`src/rtl/uart_tx_frame.sv`:
```
// uart_tx_frame
// Parametrised UART transmitter. It takes one word at a time from a
// ready/valid source and sends it on the TX pin as a frame: a start bit,
// DATA_BITS data bits LSB first, an optional parity bit, and STOP_BITS stop
// bits. The line idles high. Every bit lasts CLKS_PER_BIT clock cycles.
//
// Optional feature macro: UART_TX_PARITY_EN
//   defined   : a parity bit follows the data bits. Its value is the XOR of
//               the data bits, XORed with PARITY_ODD.
//   undefined : no parity state and no parity logic; PARITY_ODD is ignored.
//
// Parameters:
//   CLKS_PER_BIT  clk cycles per bit period (>= 2)
//   DATA_BITS     data bits per frame (5..9)
//   STOP_BITS     stop bits per frame (1 or 2)
//   PARITY_ODD    parity sense, 0 = even, 1 = odd
//
// Ports:
//   clk       system clock, rising edge
//   rst       synchronous active-high reset; aborts any frame in progress
//   tx_valid  source has a word on tx_data
//   tx_data   word to send, sampled only on the accepting edge
//   tx_ready  high only in IDLE; a word is taken when tx_valid && tx_ready
//   tx        registered serial output
//   busy      high while a frame is in progress
//   done      one-cycle pulse after the final stop bit completes
module uart_tx_frame #(
    parameter int CLKS_PER_BIT = 434,
    parameter int DATA_BITS    = 8,
    parameter int STOP_BITS    = 1,
    parameter int PARITY_ODD   = 0
) (
    input  logic                 clk,
    input  logic                 rst,
    input  logic                 tx_valid,
    input  logic [DATA_BITS-1:0] tx_data,
    output logic                 tx_ready,
    output logic                 tx,
    output logic                 busy,
    output logic                 done
);

    localparam int BAUD_W = $clog2(CLKS_PER_BIT);
    localparam int BIT_W  = $clog2(DATA_BITS);

    localparam logic [BAUD_W-1:0] BAUD_LAST = BAUD_W'(CLKS_PER_BIT - 1);
    localparam logic [BIT_W-1:0]  DATA_LAST = BIT_W'(DATA_BITS - 1);
    localparam logic [BIT_W-1:0]  STOP_LAST = BIT_W'(STOP_BITS - 1);

    // Elaboration-time guards against illegal parameter values.
    if (CLKS_PER_BIT < 2) begin : g_bad_clks_per_bit
        $error("uart_tx_frame: CLKS_PER_BIT must be >= 2");
    end
    if (DATA_BITS < 5 || DATA_BITS > 9) begin : g_bad_data_bits
        $error("uart_tx_frame: DATA_BITS must be in 5..9");
    end
    if (STOP_BITS != 1 && STOP_BITS != 2) begin : g_bad_stop_bits
        $error("uart_tx_frame: STOP_BITS must be 1 or 2");
    end
    if (PARITY_ODD != 0 && PARITY_ODD != 1) begin : g_bad_parity_odd
        $error("uart_tx_frame: PARITY_ODD must be 0 or 1");
    end

`ifdef UART_TX_PARITY_EN
    typedef enum logic [2:0] {S_IDLE, S_START, S_DATA, S_PARITY, S_STOP} state_t;
`else
    typedef enum logic [1:0] {S_IDLE, S_START, S_DATA, S_STOP} state_t;
`endif

    state_t               state, state_next;
    logic [BAUD_W-1:0]    baud_cnt, baud_next;
    logic [BIT_W-1:0]     bit_cnt, bit_next;
    logic [DATA_BITS-1:0] shift_reg, shift_next;
    logic                 tx_next;
    logic                 done_next;
    logic                 ready_next;
    logic                 baud_tick;
`ifdef UART_TX_PARITY_EN
    logic                 parity_bit, parity_next;
`endif

    // State and output registers. tx, done, tx_ready and busy are all
    // registered so the pin and the handshake never glitch.
    always_ff @(posedge clk) begin
        if (rst) begin
            state     <= S_IDLE;
            baud_cnt  <= '0;
            bit_cnt   <= '0;
            shift_reg <= '0;
            tx        <= 1'b1;
            done      <= 1'b0;
            tx_ready  <= 1'b1;
            busy      <= 1'b0;
`ifdef UART_TX_PARITY_EN
            parity_bit <= 1'b0;
`endif
        end else begin
            state     <= state_next;
            baud_cnt  <= baud_next;
            bit_cnt   <= bit_next;
            shift_reg <= shift_next;
            tx        <= tx_next;
            done      <= done_next;
            tx_ready  <= ready_next;
            busy      <= !ready_next;
`ifdef UART_TX_PARITY_EN
            parity_bit <= parity_next;
`endif
        end
    end

    // Next-state logic. tx_next is the value the line takes for the bit that
    // starts at the coming edge, so every transition also chooses the level
    // of the next bit.
    always_comb begin
        state_next = state;
        baud_next  = baud_cnt;
        bit_next   = bit_cnt;
        shift_next = shift_reg;
        tx_next    = tx;
        done_next  = 1'b0;
`ifdef UART_TX_PARITY_EN
        parity_next = parity_bit;
`endif
        baud_tick = (baud_cnt == BAUD_LAST);

        case (state)
            S_IDLE: begin
                tx_next = 1'b1;
                if (tx_valid && tx_ready) begin
                    state_next = S_START;
                    shift_next = tx_data;
                    baud_next  = '0;
                    bit_next   = '0;
                    tx_next    = 1'b0;
`ifdef UART_TX_PARITY_EN
                    parity_next = (^tx_data) ^ PARITY_ODD[0];
`endif
                end
            end

            S_START: begin
                if (baud_tick) begin
                    baud_next  = '0;
                    state_next = S_DATA;
                    tx_next    = shift_reg[0];
                end else begin
                    baud_next = baud_cnt + BAUD_W'(1);
                end
            end

            // The current data bit is always shift_reg[0]; the next one is
            // shift_reg[1] until the register is shifted at the same edge.
            S_DATA: begin
                if (baud_tick) begin
                    baud_next = '0;
                    if (bit_cnt == DATA_LAST) begin
                        bit_next = '0;
`ifdef UART_TX_PARITY_EN
                        state_next = S_PARITY;
                        tx_next    = parity_bit;
`else
                        state_next = S_STOP;
                        tx_next    = 1'b1;
`endif
                    end else begin
                        bit_next   = bit_cnt + BIT_W'(1);
                        shift_next = shift_reg >> 1;
                        tx_next    = shift_reg[1];
                    end
                end else begin
                    baud_next = baud_cnt + BAUD_W'(1);
                end
            end

`ifdef UART_TX_PARITY_EN
            S_PARITY: begin
                if (baud_tick) begin
                    baud_next  = '0;
                    state_next = S_STOP;
                    tx_next    = 1'b1;
                end else begin
                    baud_next = baud_cnt + BAUD_W'(1);
                end
            end
`endif

            // bit_cnt is reused to count stop bits.
            S_STOP: begin
                tx_next = 1'b1;
                if (baud_tick) begin
                    baud_next = '0;
                    if (bit_cnt == STOP_LAST) begin
                        bit_next   = '0;
                        state_next = S_IDLE;
                        done_next  = 1'b1;
                    end else begin
                        bit_next = bit_cnt + BIT_W'(1);
                    end
                end else begin
                    baud_next = baud_cnt + BAUD_W'(1);
                end
            end

            default: begin
                state_next = S_IDLE;
                tx_next    = 1'b1;
            end
        endcase

        ready_next = (state_next == S_IDLE);
    end

endmodule

```
`config.mk`:
```
export PLATFORM = sky130hd
export DESIGN_NAME = uart_tx_frame
export DESIGN_NICKNAME = d
export VERILOG_FILES = /design/src/rtl/uart_tx_frame.sv
export SDC_FILE = /design/constraint.sdc
export NUM_CORES = 1
export LEC_CHECK = 0
export CORE_MARGIN = 2
export CORE_UTILIZATION = 58
export CTS_BUF_LIST = sky130_fd_sc_hd__clkbuf_4 sky130_fd_sc_hd__clkbuf_8
export DETAILED_ROUTE_END_ITERATION = 12
export GPL_ROUTABILITY_DRIVEN = 0
export GPL_TIMING_DRIVEN = 0
export PLACE_DENSITY = 0.81
export SLEW_MARGIN = 20
export SYNTH_ARGS = -nofsm -noshare
export SYNTH_HDL_FRONTEND = slang
export SYNTH_SLANG_ARGS = --single-unit
export TNS_END_PERCENT = 50
```
`constraint.sdc`:
```
create_clock -name clk -period 2 [get_ports clk]
set_input_delay 0.2 -clock clk [delete_from_list [all_inputs] [get_ports clk]]
set_output_delay 0.2 -clock clk [all_outputs]
set_load 0.005 [all_outputs]
```
Yosys cells after proc, flatten, opt, wreduce, memory -nomap -nowiden
Cells that the tools add are included.

Flip-flop bits (word level): 26. Input bits: 11. Output and inout port bits: 4. Logic and storage cells: 60.

Add/subtract/negate cells: 2. Equal/unequal tests: 10. Mux-type cells: 26. Bitwise operators: 2. Reduce and logical (&&, ||, !) cells: 12.

Operator list (count): 8-bit two-way mux (3); 9-bit two-way mux (2); 9-bit one-hot mux with 2 select lines (1); 8-bit one-hot mux with 2 select lines (1); 3-bit two-way mux (5); 2-bit two-way mux (6); 2-bit != test, second input constant (5); 9-bit by 1-bit adder with 9-bit output, second input constant (1); 9-bit == test, second input constant (1); 3-bit one-hot mux with 3 select lines (1); 2-bit one-hot mux with 4 select lines (1); 4-bit AND reduction (2); 3-bit OR reduction (2); 1-bit two-way mux (5); 2-bit == test, second input constant (2); 2-bit logical NOT (2); 1-bit one-hot mux with 4 select lines (1); 3-bit by 1-bit adder with 3-bit output, second input constant (1); 3-bit == test, second input constant (1); 3-bit logical NOT (1); 3-bit nonzero test (1); 2-bit by 1-bit == test with 1-bit output, second input constant (1); 1-bit NOT (2); 2-bit AND reduction (1); 3 further kinds (3).

Logic depth before layout (Yosys ltp)
Depth after elaboration: 6. Mapped depth: 7. Depth with buffers taken out: 6.

Least setup slack after synthesis
OpenSTA, ideal clock, no wires.

Kind: reg-to-reg. Start point: register bit_cnt[0]. End point: register shift_reg[0]. Setup time: 88 ps. Arrival: 1637 ps. Data required time: 1912 ps. Path slack: 275 ps. Cell stages (with the launch flop): 7. Buffers on the path: 1. Period minus slack after synthesis: 1725 ps. Path through: dfxtp_1 -> ha_1 -> ha_1 -> o41ai_4 -> buf_6 -> a21oi_1 -> a311oi_2.

Cells in the longest elaborated chain, start to end: 3.

RTL lines: start, declared (RTL line 72) `logic [BIT_W-1:0] bit_cnt, bit_next;`; start signal, assigned (RTL line 100) `bit_cnt <= bit_next;`; 3-bit == test (RTL line 157) `if (bit_cnt == DATA_LAST) begin`; 2-bit != test (no line); 4-bit AND reduction (no line); end signal, assigned (RTL line 101) `shift_reg <= shift_next;`; end, declared (RTL line 73) `logic [DATA_BITS-1:0] shift_reg, shift_next;`.

Every way passes these cells. A chain may end at the register's enable or synchronous reset.

Worst setup path in the final report
Start point: register bit_cnt[0]. End point: register shift_reg[1].

The elaborated chain is that of the path after synthesis.

==> flow_summary.yaml <==
placement:
  hpwl_mm: 2.25
  dp_cells: 189
  io_buffers: 13
clocking:
  post-cts-setup-buffers: 0
  root_buffer: "clkbuf_4"
  clockBufferDepth: 2
  clk_latency_ns: 0.32
  cts.sinks: 26
  h-tree-depth: 1
  clkTransAtPathRegs_ns: 0.13
  cts_tree: "built"
  cts_inserted_buffers: 3
setup_path:
  rr_startpoint: "bit_cnt[0]$_SDFFE_PP0P_"
  max_stage_delay_ns: 0.48
  start_kind: "flop"
  r2r_cells: 6
  arrival_ns: 2.15
  cp_slowest_cell: "o41ai_4"
  cp-end-kind: "flop"
  reg2reg_slack_ns: 0.09
  worstPathRequired_ns: 2.24
  crit_family: "compound AO/OA/AOI/OAI gates"
  cpMostUsedCell: "ha_1"
  r2r_end: "shift_reg[1]$_SDFFE_PP0P_"
  crit_chain: "ha_1 -> ha_1 -> o41ai_4 -> buf_6 -> a21oi_1 -> a311oi_2"
  cp_num_buf_inv: 1
  criticalPathCategory: "reg -> reg"
  critPathMaxFanout: 10
sta:
  finClkSkew_ns: 0.00351
  worst_slew_pin_slew_ns: 0.553
  fmax_mhz: 524
  rsz0062_at_grt: "yes"
  slew_headroom: 0.630
  setup_viol: 0
  fin_crit_ns: 1.91
  fin_crit_sh: 0.954
  hold_violations: 0
  final_max_slew_viol_count: 0
layout:
  syn2layout_area_growth_pct: 13.2
  final_nets: 182
  drive_gt1_frac: 0.128
  antenna_cells: 0
  instances_no_fill: 192
  postLayoutCoreUtil: 0.713
  largest_register_ffs: 9
  fill_cells: 181
global_route:
  grt_first_pass_wirelength_mm: 5.16
  met3_usage: 0.0282
  grt_util_all_layers: 0.251
  grt_pass1_vias: 1150
  antenna_found_initial: 0
  grt-busiest-layer: "met2"
  overflow: 0
  grt_start_max_net_pins: 14
  grtUsageMet2: 0.391
  grt_use_met1: 0.332
power_and_ir_drop:
  power.leakage_nw: 0.635
  ir_drop_mv: 0.597
  p_per_area_nw_per_um2: 593
floorplan:
  die_area_sq_um: 2860
  start_util: 0.629
  io_pins: 15
  fp.dieH_microns: 53.5
  placement_rows: 17
  die_x_microns: 53.5
  core_area_sq_um: 2250
detailed_routing:
  wirelength_mm: 3.13
  viasPerCell: 6.51
  route.detailed.drc: 0
  drt_iter0_markers: 33
  post_drt_wl_per_cell_microns: 16.3
  via_count: 1249
  ant_nets: 0
  drt_pass1_iterations: 4
logic_synthesis:
  syn_inst: 148
  async_flop_share: 0
  synth_fp_nets: 164
  yosysWarnings: 0
  seq_area_frac_synth: 0.367
  yosysTopAreaCellShare: 0.367
  ys.flop_type: "dfxtp_1"
  synth_edf_count: 0
  syn_avg_cell_area_sq_um: 9.59
  syn_area_sq_um: 1420
  synth.area.top_cells: "dfxtp_1, a21oi_1, mux2i_1, ha_1, a311oi_1"
  synth.most_common_cell: "dfxtp_1"
  synth-seq-cells: 26
  yosys.area.top_type: "dfxtp_1"
  yosysUniqueCellTypes: 45
  synthTopCellsByCount: "dfxtp_1, a21oi_1, nand3_1, mux2i_1, a311oi_1"
flow_run:
  cap_violations: 0
worst_hold_path:
  holdPathStages: 2
  min_to: "state[0]$_SDFF_PP0_"
  hp-class: "in -> reg"
  min_from: "rst"
outcome:
  status: "completed"
-- per-stage QoR --
step	power, mW	TNS (ns)	setup WS [ns]	hold slack, ns	instance area [sq um]
2_1_floorplan	0.685	0	0.275	0.347	1420
3_3_place_gp	0.741	0	0.108	0.472	1580
3_5_place_dp	0.744	0	0.0634	0.483	1580
4_1_cts	0.961	0	0.0520	0.270	1610
5_1_grt	0.993	-0.0187	-0.0187	0.314	1610
6_report	0.953	0	0.0926	0.293	1610
-- area by class of cell --
type                       count  area (sq um)  area share
multi-input combinational    108           818       0.509
sequential                    26           520       0.324
timing repair buffer          13           130      0.0810
buffer                        11          68.8      0.0428
tap                           28          35.0      0.0218
clock buffer                   3          22.5      0.0140
inverter                       3          11.3     0.00701
-- repair_timing --
item                                    4_1_cts  5_1_grt
hold buffers                                  0        0
resized for setup                             0        0
endpoints found under the setup margin        0        4
endpoints found under the hold margin         0        0
-- placed cells by master, fill, tap and decap left out, types with 5 or more instances in the layout --
cell and n:
nand3_1 10, o21ai_0 5, mux2i_1 8, dfxtp_1 26, clkdlybuf4s50_1 13, nand2b_1 5
a21oi_1 18, nor2_1 6, ha_1 5, a311oi_1 7
-- worst max path at each step --
stage / start / endpoint / cells after the start
after floorplan: bit_cnt[0]$_SDFFE_PP0P_ / shift_reg[0]$_SDFFE_PP0P_ / 6
after global placement: bit_cnt[0]$_SDFFE_PP0P_ / shift_reg[0]$_SDFFE_PP0P_ / 6
after detailed placement: bit_cnt[0]$_SDFFE_PP0P_ / shift_reg[1]$_SDFFE_PP0P_ / 6
after CTS: bit_cnt[0]$_SDFFE_PP0P_ / shift_reg[1]$_SDFFE_PP0P_ / 6
after global routing: baud_cnt[0]$_SDFFE_PP0P_ / state[0]$_SDFF_PP0_ / 5
final: bit_cnt[0]$_SDFFE_PP0P_ / shift_reg[1]$_SDFFE_PP0P_ / 6
-- metal layers --
| layer | vias to the layer above | routed length (microns) | share of wire |
|---|---|---|---|
| met5 | - | 0 | 0 |
| met4 | 0 | 86 | 0.027 |
| met3 | 9 | 96 | 0.031 |
| met2 | 39 | 1510 | 0.48 |
| met1 | 596 | 1430 | 0.46 |
| li1 | 605 | - | - |
-- where the power goes --
group          switching (mW)  internal [mW]  total (mW)
clock network           0.148         0.0708       0.219
registers              0.0161          0.545       0.561
logic                  0.0904         0.0831       0.174
-- kinds of logic (layout without fill, tap and decap cells) --
group / after synthesis / in the layout / share of synthesized area
muxes: 8 / 8 / 0.0564
xor gates and xnor gates: 1 / 1 / 0.00617
adders and majority gates: 5 / 5 / 0.0441
and+or+nand+nor: 47 / 47 / 0.213
AOI/OAI and AO/OA: 47 / 47 / 0.258
buffers and inverters: 14 / 30 / 0.0564
DFF: 26 / 26 / 0.367
(Power assumes the default switching activity.)
